`config.mk`:
```
export PLATFORM = sky130hd
export DESIGN_NAME = fmul_pipe
export DESIGN_NICKNAME = d
export VERILOG_FILES = /design/src/rtl/fmul_pipe.sv
export SDC_FILE = /design/constraint.sdc
export NUM_CORES = 2
export LEC_CHECK = 0
export CAP_MARGIN = 0
export CORE_UTILIZATION = 65
export DETAILED_ROUTE_END_ITERATION = 8
export PLACE_DENSITY_LB_ADDON = 0.12
export SLEW_MARGIN = 20
export SYNTH_ARGS = -nofsm -noshare
export SYNTH_HDL_FRONTEND = slang
export SYNTH_SLANG_ARGS = --single-unit
export TNS_END_PERCENT = 20
```
`constraint.sdc`:
```
create_clock -name clk -period 10.5 [get_ports clk]
set_clock_uncertainty 0.1 [all_clocks]
set_input_delay 1.575 -clock clk [delete_from_list [all_inputs] [get_ports clk]]
set_output_delay 1.575 -clock clk [all_outputs]
set_load 0.01 [all_outputs]
```
`src/rtl/fmul_pipe.sv`:
```
`default_nettype none
// ============================================================================
//  Module      : fmul_pipe
//  Description : Three-stage IEEE-style floating-point multiplier with
//                valid/ready handshake, rounding modes and exception flags.
//  Revision    : 1.0  initial release
// ============================================================================
module fmul_pipe #(
    parameter  int EXP_W  = 8,
    parameter  int MAN_W  = 23,
    parameter  int TAG_W  = 4,
    localparam int DATA_W = 1 + EXP_W + MAN_W
) (
    input  logic              clk,
    input  logic              reset,
    input  logic              in_valid,
    output logic              in_ready,
    input  logic [DATA_W-1:0] op1,
    input  logic [DATA_W-1:0] op2,
    input  logic [1:0]        rmode,
    input  logic [TAG_W-1:0]  tag_in,
    output logic              out_valid,
    input  logic              out_ready,
    output logic [DATA_W-1:0] result,
    output logic [3:0]        flags,
    output logic [TAG_W-1:0]  tag_out
);

    localparam int                      c_PROD_W     = 2 * (MAN_W + 1);
    localparam int                      c_XW         = EXP_W + 2;
    localparam logic [EXP_W-1:0]        c_EXP_ONES   = '1;
    localparam logic [EXP_W-1:0]        c_EXP_MAXFIN = {{(EXP_W-1){1'b1}}, 1'b0};
    localparam logic signed [c_XW-1:0]  c_BIAS       = c_XW'((1 << (EXP_W - 1)) - 1);
    localparam logic signed [c_XW-1:0]  c_XEXP_ONES  = c_XW'((1 << EXP_W) - 1);
    localparam logic signed [c_XW-1:0]  c_XEXP_MIN   = c_XW'(1);
    localparam logic [DATA_W-1:0]       c_QNAN       = {1'b0, c_EXP_ONES, 1'b1, {(MAN_W-1){1'b0}}};
    localparam logic [3:0]              c_FLAG_INV   = 4'b1000;
    localparam logic [3:0]              c_FLAG_OVF   = 4'b0101;
    localparam logic [3:0]              c_FLAG_UNF   = 4'b0011;

    logic w_en;

    // ---------------- S1: unpack and special-case decode ----------------
    logic [EXP_W-1:0]  w_a_exp, w_b_exp;
    logic [MAN_W-1:0]  w_a_man, w_b_man;
    logic              w_a_nan, w_a_snan, w_a_inf, w_a_zero;
    logic              w_b_nan, w_b_snan, w_b_inf, w_b_zero;
    logic              w_sign;
    logic              w_special;
    logic [DATA_W-1:0] w_spec_res;
    logic [3:0]        w_spec_flags;

    assign w_a_exp = op1[DATA_W-2:MAN_W];
    assign w_b_exp = op2[DATA_W-2:MAN_W];
    assign w_a_man = op1[MAN_W-1:0];
    assign w_b_man = op2[MAN_W-1:0];
    assign w_sign  = op1[DATA_W-1] ^ op2[DATA_W-1];

    // Subnormal inputs collapse into the zero class.
    assign w_a_nan  = (w_a_exp == c_EXP_ONES) && (w_a_man != '0);
    assign w_a_snan = w_a_nan && !w_a_man[MAN_W-1];
    assign w_a_inf  = (w_a_exp == c_EXP_ONES) && (w_a_man == '0);
    assign w_a_zero = (w_a_exp == '0);
    assign w_b_nan  = (w_b_exp == c_EXP_ONES) && (w_b_man != '0);
    assign w_b_snan = w_b_nan && !w_b_man[MAN_W-1];
    assign w_b_inf  = (w_b_exp == c_EXP_ONES) && (w_b_man == '0);
    assign w_b_zero = (w_b_exp == '0);

    always_comb begin
        w_special    = 1'b1;
        w_spec_res   = '0;
        w_spec_flags = '0;
        if (w_a_nan || w_b_nan) begin
            w_spec_res   = c_QNAN;
            w_spec_flags = (w_a_snan || w_b_snan) ? c_FLAG_INV : 4'b0000;
        end else if ((w_a_inf && w_b_zero) || (w_a_zero && w_b_inf)) begin
            w_spec_res   = c_QNAN;
            w_spec_flags = c_FLAG_INV;
        end else if (w_a_inf || w_b_inf) begin
            w_spec_res   = {w_sign, c_EXP_ONES, {MAN_W{1'b0}}};
        end else if (w_a_zero || w_b_zero) begin
            w_spec_res   = {w_sign, {(DATA_W-1){1'b0}}};
        end else begin
            w_special    = 1'b0;
        end
    end

    logic              r_s1_valid;
    logic              r_s1_sign;
    logic [EXP_W-1:0]  r_s1_exp_a, r_s1_exp_b;
    logic [MAN_W:0]    r_s1_man_a, r_s1_man_b;
    logic              r_s1_special;
    logic [DATA_W-1:0] r_s1_spec_res;
    logic [3:0]        r_s1_spec_flags;
    logic [1:0]        r_s1_rmode;
    logic [TAG_W-1:0]  r_s1_tag;

    // ---------------- S2: mantissa multiply, exponent add ----------------
    logic [c_PROD_W-1:0]    w_prod;
    logic signed [c_XW-1:0] w_exp_sum;

    assign w_prod    = {{(MAN_W+1){1'b0}}, r_s1_man_a} * {{(MAN_W+1){1'b0}}, r_s1_man_b};
    assign w_exp_sum = $signed({2'b00, r_s1_exp_a}) + $signed({2'b00, r_s1_exp_b}) - c_BIAS;

    logic                   r_s2_valid;
    logic                   r_s2_sign;
    logic [c_PROD_W-1:0]    r_s2_prod;
    logic signed [c_XW-1:0] r_s2_exp;
    logic                   r_s2_special;
    logic [DATA_W-1:0]      r_s2_spec_res;
    logic [3:0]             r_s2_spec_flags;
    logic [1:0]             r_s2_rmode;
    logic [TAG_W-1:0]       r_s2_tag;

    // ---------------- S3: normalize, round, pack ----------------
    logic                   w_norm;
    logic [c_PROD_W-2:0]    w_frac;
    logic [MAN_W-1:0]       w_mant;
    logic                   w_guard, w_sticky, w_inexact, w_round_up, w_to_inf;
    logic [MAN_W:0]         w_mant_rnd;
    logic signed [c_XW-1:0] w_exp_rnd;
    logic                   w_ovf, w_unf;
    logic [DATA_W-1:0]      w_res;
    logic [3:0]             w_flags;

    // Fraction aligned so the hidden bit sits just above w_frac.
    assign w_norm     = r_s2_prod[c_PROD_W-1];
    assign w_frac     = w_norm ? r_s2_prod[c_PROD_W-2:0] : {r_s2_prod[c_PROD_W-3:0], 1'b0};
    assign w_mant     = w_frac[c_PROD_W-2 -: MAN_W];
    assign w_guard    = w_frac[MAN_W];
    assign w_sticky   = |w_frac[MAN_W-1:0];
    assign w_inexact  = w_guard | w_sticky;

    always_comb begin
        w_round_up = 1'b0;
        w_to_inf   = 1'b0;
        case (r_s2_rmode)
            2'd0: begin
                w_round_up = w_guard & (w_sticky | w_mant[0]);
                w_to_inf   = 1'b1;
            end
            2'd1: begin
                w_round_up = 1'b0;
                w_to_inf   = 1'b0;
            end
            2'd2: begin
                w_round_up = w_inexact & ~r_s2_sign;
                w_to_inf   = ~r_s2_sign;
            end
            default: begin
                w_round_up = w_inexact & r_s2_sign;
                w_to_inf   = r_s2_sign;
            end
        endcase
    end

    assign w_mant_rnd = {1'b0, w_mant} + {{MAN_W{1'b0}}, w_round_up};
    assign w_exp_rnd  = r_s2_exp
                      + $signed({{(c_XW-1){1'b0}}, w_norm})
                      + $signed({{(c_XW-1){1'b0}}, w_mant_rnd[MAN_W]});
    assign w_ovf      = (w_exp_rnd >= c_XEXP_ONES);
    assign w_unf      = (w_exp_rnd <  c_XEXP_MIN);

    always_comb begin
        w_res   = {r_s2_sign, w_exp_rnd[EXP_W-1:0], w_mant_rnd[MAN_W-1:0]};
        w_flags = {3'b000, w_inexact};
        if (r_s2_special) begin
            w_res   = r_s2_spec_res;
            w_flags = r_s2_spec_flags;
        end else if (w_ovf) begin
            w_flags = c_FLAG_OVF;
            w_res   = w_to_inf ? {r_s2_sign, c_EXP_ONES, {MAN_W{1'b0}}}
                               : {r_s2_sign, c_EXP_MAXFIN, {MAN_W{1'b1}}};
        end else if (w_unf) begin
            w_flags = c_FLAG_UNF;
            w_res   = {r_s2_sign, {(DATA_W-1){1'b0}}};
        end
    end

    logic              r_out_valid;
    logic [DATA_W-1:0] r_result;
    logic [3:0]        r_flags;
    logic [TAG_W-1:0]  r_tag_out;

    // One enable for every stage: the whole pipe freezes while the output stalls.
    assign w_en      = !r_out_valid || out_ready;
    assign in_ready  = w_en;
    assign out_valid = r_out_valid;
    assign result    = r_result;
    assign flags     = r_flags;
    assign tag_out   = r_tag_out;

    always_ff @(posedge clk) begin
        if (reset) begin
            r_s1_valid  <= 1'b0;
            r_s2_valid  <= 1'b0;
            r_out_valid <= 1'b0;
            r_result    <= '0;
            r_flags     <= '0;
            r_tag_out   <= '0;
        end else if (w_en) begin
            r_s1_valid  <= in_valid;
            r_s2_valid  <= r_s1_valid;
            r_out_valid <= r_s2_valid;
            r_result    <= w_res;
            r_flags     <= w_flags;
            r_tag_out   <= r_s2_tag;
        end
    end

    always_ff @(posedge clk) begin
        if (w_en) begin
            r_s1_sign       <= w_sign;
            r_s1_exp_a      <= w_a_exp;
            r_s1_exp_b      <= w_b_exp;
            r_s1_man_a      <= {1'b1, w_a_man};
            r_s1_man_b      <= {1'b1, w_b_man};
            r_s1_special    <= w_special;
            r_s1_spec_res   <= w_spec_res;
            r_s1_spec_flags <= w_spec_flags;
            r_s1_rmode      <= rmode;
            r_s1_tag        <= tag_in;

            r_s2_sign       <= r_s1_sign;
            r_s2_prod       <= w_prod;
            r_s2_exp        <= w_exp_sum;
            r_s2_special    <= r_s1_special;
            r_s2_spec_res   <= r_s1_spec_res;
            r_s2_spec_flags <= r_s1_spec_flags;
            r_s2_rmode      <= r_s1_rmode;
            r_s2_tag        <= r_s1_tag;
        end
    end

endmodule
`default_nettype wire

```
==> results_dict.tcl <==
set metrics [dict create \
    fin_tns_setup_ps 0 \
    synth.top_cells.by_count "606 x inv_1, 484 x fa_1, 344 x nand2_1" \
    io_pins 116 \
    tightestPinTransition_ps 1200 \
    drcViolationCount 0 \
    grt_pass1_wl_um 116000 \
    critPathSlowestCell "edfxtp_1" \
    clkLatencyLatePin_ps 500 \
    clockBufferDepth 2 \
    synthTopCellsByArea "fa_1 36%, edfxtp_1 16%, ha_1 9.0%, inv_1 8.5%, and2_1 5.9%" \
    crit_buf_inv 7 \
    routed_wl_um 74000 \
    synth_top_area_cell "fa_1" \
    ys.flop_type "edfxtp_1" \
    row_count 74 \
    initial_core_util 0.658 \
    cts_setup_buffers 0 \
    clock_sinks 187 \
    grt_max_degree 94 \
    antenna_found_initial 3 \
    cts-root-buf "clkbuf_16" \
    ys_types 70 \
    crit_path_end_kind "register" \
    crit_chain "clkinv_1 -> nor2_1 -> fa_1 -> fa_1 -> inv_1 -> fa_1 -> inv_1 -> fa_1 -> inv_1 -> fa_1 -> inv_1 -> fa_1 -> inv_1 -> fa_1 -> inv_1 -> ha_1 -> a21boi_0 -> o211ai_1 -> nand3_1 -> a41oi_1 -> o41a_1 -> o211ai_1 -> nand3_1" \
    synth_edf_count 144 \
    hold_viol 0 \
    ys_warn_count 0 \
    vias 19940 \
    ys_seq_area_frac 0.193 \
    routabilityCongestion 0.954 \
    fillCellCount 3130 \
    yosysMostFrequentCell "inv_1" \
    setup_viol 0 \
    worstSetupPathType "reg2reg" \
    clk_pin_slew_worst_paths_ps 90 \
    async_flop_share 0 \
    syn-cell-area_um2 26800 \
    coreArea_um2 40700 \
    period_share 0.833 \
    grt_setup_unrepaired "no" \
    wl_per_cell_um 21.8 \
    grt_usage 0.372 \
    drtAntennaViolNets 0 \
    firstDrtPassIters 5 \
    drt_iter0_drc 1698 \
    critPathMostFrequentCell "fa_1" \
    drive_above_1_share 0.0290 \
    cts_tree "done" \
    cp_max_fo 17 \
    nets 3599 \
    synth_area_per_cell_um2 9.56 \
    portBuffers 115 \
    drv_slew 0 \
    ctsResizeCount 0 \
    ys_ff_latch 187 \
    fmax_mhz 114 \
    routed_via_density 5.88 \
    syn-instance-count 2802 \
    overflow 0 \
    cp.arrival_ps 8860 \
    start_kind "register" \
    grt_pass1_vias 21054 \
    dp.final_hpwl_um 57100 \
    hp-class "reg2reg" \
    slowest_delay_ps 1150 \
    synth_top_area_share 0.362 \
    cts_made_buffers 17 \
    cts_max_level 4 \
    critPathTopFamily "adder cells" \
    antenna_cells_inserted 0 \
    die_w_um 205 \
    syn_nets 3552 \
    min_period_ps 8750 \
    status "finished clean" \
    die-height_um 205 \
    area_growth_pct 8.57 \
    max-cap-violations 0 \
    required_ps 10610 \
    die_area_um2 42000 \
    relSlewSlack 0.197 \
    holdBufCountCts 0 \
]
[sequential cells by signal, indices dropped and copies added, names as in the netlist, 4 cells and up]
register    cells
flags           4
r_s1_exp_a      8
r_s1_exp_b      8
r_s1_man_a     23
r_s1_man_b     23
r_s1_tag        4
r_s2_exp       10
r_s2_prod      48
r_s2_tag        4
result         32
tag_out         4
[logic make-up after synthesis]
family	share of synthesized area
adders and majority gates	0.451
buffers and inverters	0.103
DFF	0.193
xor gates and xnor gates	0.0261
AOI/OAI and AO/OA	0.0648
and+or+nand+nor	0.154
muxes	0.00696
[layout by cell type (no fill, tap or decap), types with 5 or more instances in the layout]
| master | Yosys | routed |
|---|---|---|
| inv_1 | 606 | 605 |
| fa_1 | 484 | 484 |
| nand2_1 | 344 | 344 |
| and2_1 | 252 | 252 |
| ha_1 | 192 | 192 |
| edfxtp_1 | 144 | 144 |
| clkdlybuf4s50_1 | 0 | 115 |
| nor2_1 | 96 | 95 |
| a21oi_1 | 94 | 93 |
| o21ai_0 | 59 | 59 |
| xnor2_1 | 49 | 49 |
| dfxtp_1 | 43 | 43 |
| a21o_1 | 35 | 35 |
| buf_4 | 1 | 32 |
| xor2_1 | 31 | 31 |
| nand3_1 | 29 | 29 |
| nor4_1 | 21 | 21 |
| nor3_1 | 18 | 18 |
| clkbuf_16 | 0 | 17 |
| nand4_1 | 16 | 16 |
| mux2i_1 | 13 | 13 |
| nor2b_1 | 12 | 12 |
| and3_1 | 12 | 12 |
| a31oi_1 | 12 | 12 |
| o21bai_1 | 11 | 11 |
| a211oi_1 | 7 | 7 |
| o211ai_1 | 7 | 7 |
| a311oi_1 | 6 | 6 |
| nor3b_1 | 6 | 6 |
| o21a_1 | 6 | 6 |
| clkinv_1 | 5 | 5 |
| inv_12 | 0 | 5 |
[metrics by stage]
stage                     utilization  area [um2]  cells  setup slack, ps  hold WS (ps)
final                           0.714       29100   3394             1750           322
after floorplan                     -       26800   2802             2760           300
after CTS                       0.714       29100   3393             2020           323
after detailed placement        0.698       28400   3361             2060           305
after global placement          0.697       28400   3360             2160           303
after global routing            0.714       29100   3394             1550           328
[layer usage]
layer  up-vias  GRT usage  share of wire
met3       235     0.0802          0.099
met1     10002      0.497           0.39
li1       8736          -              -
met5         -          0              0
met2       967      0.587           0.46
met4         0      0.167          0.043
[worst paths after layout]
kind	startpoint	endpoint	slack (ps)	cells after the start
setup / recovery	r_s1_man_b[8]	r_s2_prod[47]	1750	23
hold / removal	r_s1_special	r_s2_special	320	0
setup reg to reg	r_s1_man_b[8]	r_s2_prod[47]	1750	23
hold reg to reg	r_s1_special	r_s2_special	320	0
[cell type report]
type | count | area, um2 | share of cell area
multi-input combinational | 1883 | 18900 | 0.648
sequential | 187 | 5180 | 0.178
inverter | 611 | 2300 | 0.0790
timing repair buffer | 149 | 1430 | 0.0493
tap | 532 | 666 | 0.0229
clock buffer | 17 | 425 | 0.0146
clock inverter | 15 | 226 | 0.00778
Power is not shown: default switching activity piles up to over one toggle a cycle in this logic, so the estimate is an artifact.
